`config.mk`:
```
export PLATFORM = sky130hd
export DESIGN_NAME = tm_result_collector_flat
export DESIGN_NICKNAME = d
export VERILOG_FILES = /design/src/rtl/tm_result_collector_if.sv /design/src/rtl/tm_result_collector.sv /design/src/flat_wrapper.sv
export SDC_FILE = /design/constraint.sdc
export NUM_CORES = 1
export LEC_CHECK = 0
export ABC_AREA = 1
export BUFFER_PORTS_ARGS = -buffer_cell sky130_fd_sc_hd__buf_2
export CAP_MARGIN = 10
export CORE_ASPECT_RATIO = 0.75
export CORE_MARGIN = 1.5
export CORE_UTILIZATION = 45
export DETAILED_ROUTE_END_ITERATION = 8
export PLACE_DENSITY_LB_ADDON = 0.1
export SKIP_CTS_REPAIR_TIMING = 1
export SLEW_MARGIN = 0
export SYNTH_ARGS = -nofsm -noshare
export SYNTH_HDL_FRONTEND = slang
export SYNTH_SLANG_ARGS = --single-unit
export TNS_END_PERCENT = 10
```
`constraint.sdc`:
```
create_clock -name pib_clk -period 2.7 [get_ports pib_clk]
set_input_delay 0.54 -clock pib_clk [delete_from_list [all_inputs] [get_ports pib_clk]]
set_output_delay 0.54 -clock pib_clk [all_outputs]
set_load 0.005 [all_outputs]
```
`src/rtl/tm_result_collector_if.sv`:
```
// Result-bus bundle between the TestModule-side producer, the capture FIFO and its consumer.
// Clock and reset stay outside this bundle as plain ports.
interface tm_result_collector_if #(
    parameter int DEPTH = 4,
    parameter int CNT_W = 8
);
    localparam int LW = $clog2(DEPTH + 1);

    logic             pib_in_vld;
    logic             pib_flag_a;
    logic [2:0]       piv_data_3;
    logic             pib_flag_b;
    logic             pob_in_rdy;
    logic             pob_out_vld;
    logic [4:0]       pov_out_data_5;
    logic             pib_out_rdy;
    logic [CNT_W-1:0] pov_cnt_a;
    logic [CNT_W-1:0] pov_cnt_b;
    logic             pob_ovf;
    logic             pib_clr;
    logic [LW-1:0]    pov_level;

    modport slave (
        input  pib_in_vld, pib_flag_a, piv_data_3, pib_flag_b, pib_out_rdy, pib_clr,
        output pob_in_rdy, pob_out_vld, pov_out_data_5, pov_cnt_a, pov_cnt_b, pob_ovf, pov_level
    );

    modport master (
        output pib_in_vld, pib_flag_a, piv_data_3, pib_flag_b, pib_out_rdy, pib_clr,
        input  pob_in_rdy, pob_out_vld, pov_out_data_5, pov_cnt_a, pov_cnt_b, pob_ovf, pov_level
    );
endinterface

```
`src/rtl/tm_result_collector.sv`:
```
// Captures strobed TestModule result samples into a small ready/valid FIFO and
// keeps saturating rising-edge counters for both flags plus a sticky drop flag.
module tm_result_collector #(
    parameter int DEPTH = 4,
    parameter int CNT_W = 8
) (
    input  logic                  pib_clk,
    input  logic                  pib_rst_n,
    tm_result_collector_if.slave  bus
);
    localparam int PW = $clog2(DEPTH);
    localparam int LW = $clog2(DEPTH + 1);

    logic [4:0]       mem [DEPTH];
    logic [PW-1:0]    wr_ptr, rd_ptr, rd_next;
    logic [LW-1:0]    level, level_after_pop, level_next;
    logic [4:0]       out_data, head_next, word;
    logic [CNT_W-1:0] cnt_a, cnt_b;
    logic             ovf, prev_a, prev_b;
    logic             in_rdy, out_vld, push, pop;

    assign in_rdy  = (level != LW'(DEPTH));
    assign out_vld = (level != '0);
    assign push    = bus.pib_in_vld & in_rdy;
    assign pop     = out_vld & bus.pib_out_rdy;
    assign word    = {bus.pib_flag_b, bus.piv_data_3, bus.pib_flag_a};

    assign rd_next         = rd_ptr + PW'(pop);
    assign level_after_pop = level - LW'(pop);
    assign level_next      = level_after_pop + LW'(push);

    // The head word is registered; when the FIFO drains to empty it keeps its last value.
    always_comb begin
        head_next = out_data;
        if (level_next != '0) begin
            head_next = (level_after_pop == '0) ? word : mem[rd_next];
        end
    end

    always_ff @(posedge pib_clk) begin
        if (push) mem[wr_ptr] <= word;
    end

    always_ff @(posedge pib_clk or negedge pib_rst_n) begin
        if (!pib_rst_n) begin
            wr_ptr   <= '0;
            rd_ptr   <= '0;
            level    <= '0;
            out_data <= '0;
        end else begin
            wr_ptr   <= wr_ptr + PW'(push);
            rd_ptr   <= rd_next;
            level    <= level_next;
            out_data <= head_next;
        end
    end

    // Clear overrides increments and drops, but a same-cycle accepted sample still seeds prev.
    always_ff @(posedge pib_clk or negedge pib_rst_n) begin
        if (!pib_rst_n) begin
            cnt_a  <= '0;
            cnt_b  <= '0;
            ovf    <= 1'b0;
            prev_a <= 1'b0;
            prev_b <= 1'b0;
        end else if (bus.pib_clr) begin
            cnt_a  <= '0;
            cnt_b  <= '0;
            ovf    <= 1'b0;
            prev_a <= push & bus.pib_flag_a;
            prev_b <= push & bus.pib_flag_b;
        end else begin
            if (bus.pib_in_vld && !in_rdy) ovf <= 1'b1;
            if (push) begin
                prev_a <= bus.pib_flag_a;
                prev_b <= bus.pib_flag_b;
                if (bus.pib_flag_a && !prev_a && (cnt_a != '1)) cnt_a <= cnt_a + 1'b1;
                if (bus.pib_flag_b && !prev_b && (cnt_b != '1)) cnt_b <= cnt_b + 1'b1;
            end
        end
    end

    assign bus.pob_in_rdy     = in_rdy;
    assign bus.pob_out_vld    = out_vld;
    assign bus.pov_out_data_5 = out_data;
    assign bus.pov_cnt_a      = cnt_a;
    assign bus.pov_cnt_b      = cnt_b;
    assign bus.pob_ovf        = ovf;
    assign bus.pov_level      = level;
endmodule

```
`src/flat_wrapper.sv`:
```
// flat-port wrapper written by rule: the top's interface ports become plain ports
module tm_result_collector_flat 
#(
    parameter int DEPTH = 4,
    parameter int CNT_W = 8
)
  (pib_clk, pib_rst_n, bus_pib_in_vld, bus_pib_flag_a, bus_piv_data_3, bus_pib_flag_b, bus_pib_out_rdy, bus_pib_clr, bus_pob_in_rdy, bus_pob_out_vld, bus_pov_out_data_5, bus_pov_cnt_a, bus_pov_cnt_b, bus_pob_ovf, bus_pov_level);
  tm_result_collector_if #(.DEPTH(DEPTH), .CNT_W(CNT_W)) bus_i ();
  input  logic pib_clk;
  input  logic pib_rst_n;
  input wire logic [$bits(bus_i.pib_in_vld)-1:0] bus_pib_in_vld;
  input wire logic [$bits(bus_i.pib_flag_a)-1:0] bus_pib_flag_a;
  input wire logic [$bits(bus_i.piv_data_3)-1:0] bus_piv_data_3;
  input wire logic [$bits(bus_i.pib_flag_b)-1:0] bus_pib_flag_b;
  input wire logic [$bits(bus_i.pib_out_rdy)-1:0] bus_pib_out_rdy;
  input wire logic [$bits(bus_i.pib_clr)-1:0] bus_pib_clr;
  output wire logic [$bits(bus_i.pob_in_rdy)-1:0] bus_pob_in_rdy;
  output wire logic [$bits(bus_i.pob_out_vld)-1:0] bus_pob_out_vld;
  output wire logic [$bits(bus_i.pov_out_data_5)-1:0] bus_pov_out_data_5;
  output wire logic [$bits(bus_i.pov_cnt_a)-1:0] bus_pov_cnt_a;
  output wire logic [$bits(bus_i.pov_cnt_b)-1:0] bus_pov_cnt_b;
  output wire logic [$bits(bus_i.pob_ovf)-1:0] bus_pob_ovf;
  output wire logic [$bits(bus_i.pov_level)-1:0] bus_pov_level;
  assign bus_i.pib_in_vld = bus_pib_in_vld;
  assign bus_i.pib_flag_a = bus_pib_flag_a;
  assign bus_i.piv_data_3 = bus_piv_data_3;
  assign bus_i.pib_flag_b = bus_pib_flag_b;
  assign bus_i.pib_out_rdy = bus_pib_out_rdy;
  assign bus_i.pib_clr = bus_pib_clr;
  assign bus_pob_in_rdy = bus_i.pob_in_rdy;
  assign bus_pob_out_vld = bus_i.pob_out_vld;
  assign bus_pov_out_data_5 = bus_i.pov_out_data_5;
  assign bus_pov_cnt_a = bus_i.pov_cnt_a;
  assign bus_pov_cnt_b = bus_i.pov_cnt_b;
  assign bus_pob_ovf = bus_i.pob_ovf;
  assign bus_pov_level = bus_i.pov_level;
  tm_result_collector #(.DEPTH(DEPTH), .CNT_W(CNT_W)) u_core (.pib_clk(pib_clk), .pib_rst_n(pib_rst_n), .bus(bus_i));
endmodule
```
==> results.py <==
metrics = {
    "worst_setup_path": {
        "r2r_slack_ns": 0.31,
        "crit_path_max_fanout": 7,
        "reg2reg_depth": 10,
        "cp-start-kind": "flip-flop",
        "reg2reg_to": "u_core.bus.pov_out_data_5[1]$_DFFE_PN0P_",
        "r2r_start": "u_core.bus.pov_level[2]$_DFF_PN0_",
        "cp.arrival_ns": 2.59,
        "required_ns": 2.90,
        "crit_type": "flip-flop to flip-flop",
        "endpoint_kind": "flip-flop",
    },
    "logic_synthesis": {
        "synth_top_area_frac": 0.298,
        "ys_ff_latch": 51,
        "seq_area_frac_synth": 0.529,
        "syn_area_sq_um": 2600,
        "synth_common_cells": "nand2_1 (122), nand3_1 (36), dfrtp_1 (31), inv_1 (24), nor2_1 (24)",
        "synth-async-reset-ratio": 0.608,
        "synth_top_area_cell": "dfrtp_1",
        "yosysMostFrequentCell": "nand2_1",
        "yosysUniqueCellTypes": 25,
        "synth_edf_count": 20,
        "syn_inst": 308,
        "synth_ff_type": "dfrtp_1",
        "synthTopCellsByArea": "dfrtp_1 (30%), edfxtp_1 (23%), nand2_1 (18%)",
        "syn-num-nets": 326,
        "yosys_warnings": 0,
        "syn_area_per_cell_sq_um": 8.44,
    },
    "finish": {
        "drive_gt1_frac": 0.180,
        "num_antenna_cells": 0,
        "final_area_sq_um": 3010,
        "fill_cells": 529,
        "final_cells": 431,
        "syn2layout_area_growth_pct": 15.7,
        "fin_nets": 373,
    },
    "placed_design": {
        "hpwl_mm": 3.83,
        "dp_cells": 423,
        "port_buffers": 36,
        "gp_congestion": 0.814,
        "placed_cell_area_sq_um": 2920,
    },
    "pwr": {
        "p_leak_nw": 1.52,
        "power_frac_comb": 0.446,
        "clkPwrFrac": 0.158,
        "power_density_nw_per_um2": 912,
        "switching_share": 0.415,
        "netSwitchingPower_mw": 1.14,
        "internal_power_mw": 1.60,
        "ir_drop_mv": 0.334,
        "p_seq_frac": 0.396,
    },
    "hold_path": {
        "hp-class": "input port to async pin",
    },
    "detailed_routing": {
        "drc_errors": 0,
        "viasPerCell": 4.85,
        "vias": 2092,
        "wl_per_cell_microns": 12.2,
        "ant_nets": 0,
        "first_iter_violations": 151,
        "first_pass_iters": 4,
        "wl_mm": 5.25,
    },
    "clocking": {
        "cts.sinks": 51,
        "htreeDepth": 2,
        "cts_buffers": 5,
        "clk_pin_slew_ns": 0.09,
        "clockRootBuffer": "clkbuf_8",
        "cts_tree": "done",
        "clk_path_buf_depth": 2,
        "worstSkewPairLatency_ns": 0.30,
    },
    "grt": {
        "grt_pass1_wl_mm": 9.09,
        "grt_usage": 0.188,
        "grt_max_degree": 32,
        "antenna_found_initial": 0,
        "grt_pass1_vias": 1967,
        "grt_overflow": 0,
    },
    "die": {
        "start_util": 0.476,
        "dieArea_sq_um": 6250,
        "core_sq_um": 5470,
        "die_y_microns": 68.8,
        "pin_count": 37,
        "die_x_microns": 90.8,
        "placementRows": 23,
    },
    "sta": {
        "finalCritPeriodShare": 0.884,
        "finalClockSkew_ns": 0.00701,
        "fin_worst_hold_slack_ns": 0.268,
        "relSlewSlack": 0.544,
        "fmax_ghz": 0.419,
        "tightest_slew_ns": 0.683,
        "setup_viol": 0,
        "period_minus_slack_ns": 2.39,
        "hold_violations": 0,
        "rsz0062_at_grt": "no",
        "drv_slew": 0,
        "tns_ns": 0,
    },
    "status": {
        "outcome": "finished, final reports clean",
    },
    "job": {
        "maxCapViolCount": 0,
    },
}
sequential cells by signal (all words and copies together), names as in the netlist:
register                   flops
u_core.bus.pov_level           3
u_core.prev_a                  1
u_core.bus.pov_cnt_b           8
u_core.rd_ptr                  2
u_core.bus.pov_cnt_a           8
u_core.mem                    20
u_core.bus.pob_ovf             1
u_core.bus.pov_out_data_5      5
u_core.wr_ptr                  2
u_core.prev_b                  1
through the flow:
step	setup slack (ns)	utilization	power (mW)
finish	0.313	0.550	2.74
global placement	0.235	0.534	2.28
floorplan	0.266	-	1.92
global route	0.0904	0.550	2.98
CTS	0.188	0.550	2.76
detailed placement	0.174	0.534	2.31
cells by family (layout without fill, tap and decap cells):
kind of cell,count (synthesis),after routing,synth area share
flip-flops,51,51,0.529
AND/OR/NAND/NOR,202,202,0.334
buffers and inverters,31,79,0.0452
XOR/XNOR,6,6,0.0274
AO/OA/AOI/OAI,10,10,0.0255
adder cells (fa/ha/maj),8,8,0.0385
worst max-delay path: stages (launching register included):
cell and delay, ns:
dfrtp_1 0.48, inv_1 0.12, a21boi_0 0.30, ha_1 0.30, inv_1 0.07, ha_1 0.18, ha_1 0.31, nor2_2 0.29
nand2_4 0.10, nand2_1 0.09, nand2_1 0.05
layout make-up:
type,instances,area [sq um],area share
multi-input cells,226,1110,0.368
clock inverters,3,20.0,0.00665
flip-flops and latches,51,1380,0.457
inverters,27,101,0.0337
clock buffers,5,68.8,0.0229
well taps,75,93.8,0.0312
repair buffers,44,240,0.0798
placed cells by master, fill, tap and decap left out, drive strengths merged, types with 3 or more instances in the layout:
| master | instances |
|---|---|
| nand2 | 126 |
| buf | 44 |
| nand3 | 39 |
| dfrtp | 31 |
| inv | 25 |
| nor2 | 24 |
| edfxtp | 20 |
| ha | 8 |
| nor3 | 6 |
| nand4 | 5 |
| a21oi | 5 |
| clkbuf | 5 |
| xor2 | 4 |
| o21ai | 3 |
| clkinvlp | 3 |
layer usage:
| layer | global-route usage | part of all wire | vias to the layer above |
|---|---|---|---|
| li1 | - | - | 1093 |
| met1 | 0.263 | 0.54 | 941 |
| met4 | 0.0508 | 0.010 | 0 |
| met2 | 0.305 | 0.40 | 52 |
| met3 | 0.0362 | 0.047 | 6 |
| met5 | 0 | 0 | - |
power by group through the flow:
| stage | combinational [mW] | clock [mW] | sequential [mW] |
|---|---|---|---|
| final | 1.23 | 0.434 | 1.09 |
| after floorplan | 0.826 | 0 | 1.09 |
| after CTS | 1.21 | 0.455 | 1.09 |
| after global placement | 1.19 | 0 | 1.10 |
| after detailed placement | 1.21 | 0 | 1.10 |
| after global routing | 1.39 | 0.481 | 1.11 |
worst max path at each step:
stage | from | endpoint | depth (start not counted)
6_report | u_core.bus.pov_level[2]$_DFF_PN0_ | u_core.bus.pov_out_data_5[1]$_DFFE_PN0P_ | 10
5_1_grt | u_core.bus.pov_level[2]$_DFF_PN0_ | u_core.bus.pov_out_data_5[1]$_DFFE_PN0P_ | 10
4_1_cts | u_core.bus.pov_level[2]$_DFF_PN0_ | u_core.bus.pov_out_data_5[3]$_DFFE_PN0P_ | 10
3_5_place_dp | bus_pib_out_rdy | u_core.bus.pov_out_data_5[3]$_DFFE_PN0P_ | 10
3_3_place_gp | bus_pib_out_rdy | u_core.bus.pov_out_data_5[3]$_DFFE_PN0P_ | 10
2_1_floorplan | u_core.bus.pov_level[1]$_DFF_PN0_ | u_core.bus.pov_out_data_5[0]$_DFFE_PN0P_ | 10
Note: power is estimated with default switching activity, not from simulation.
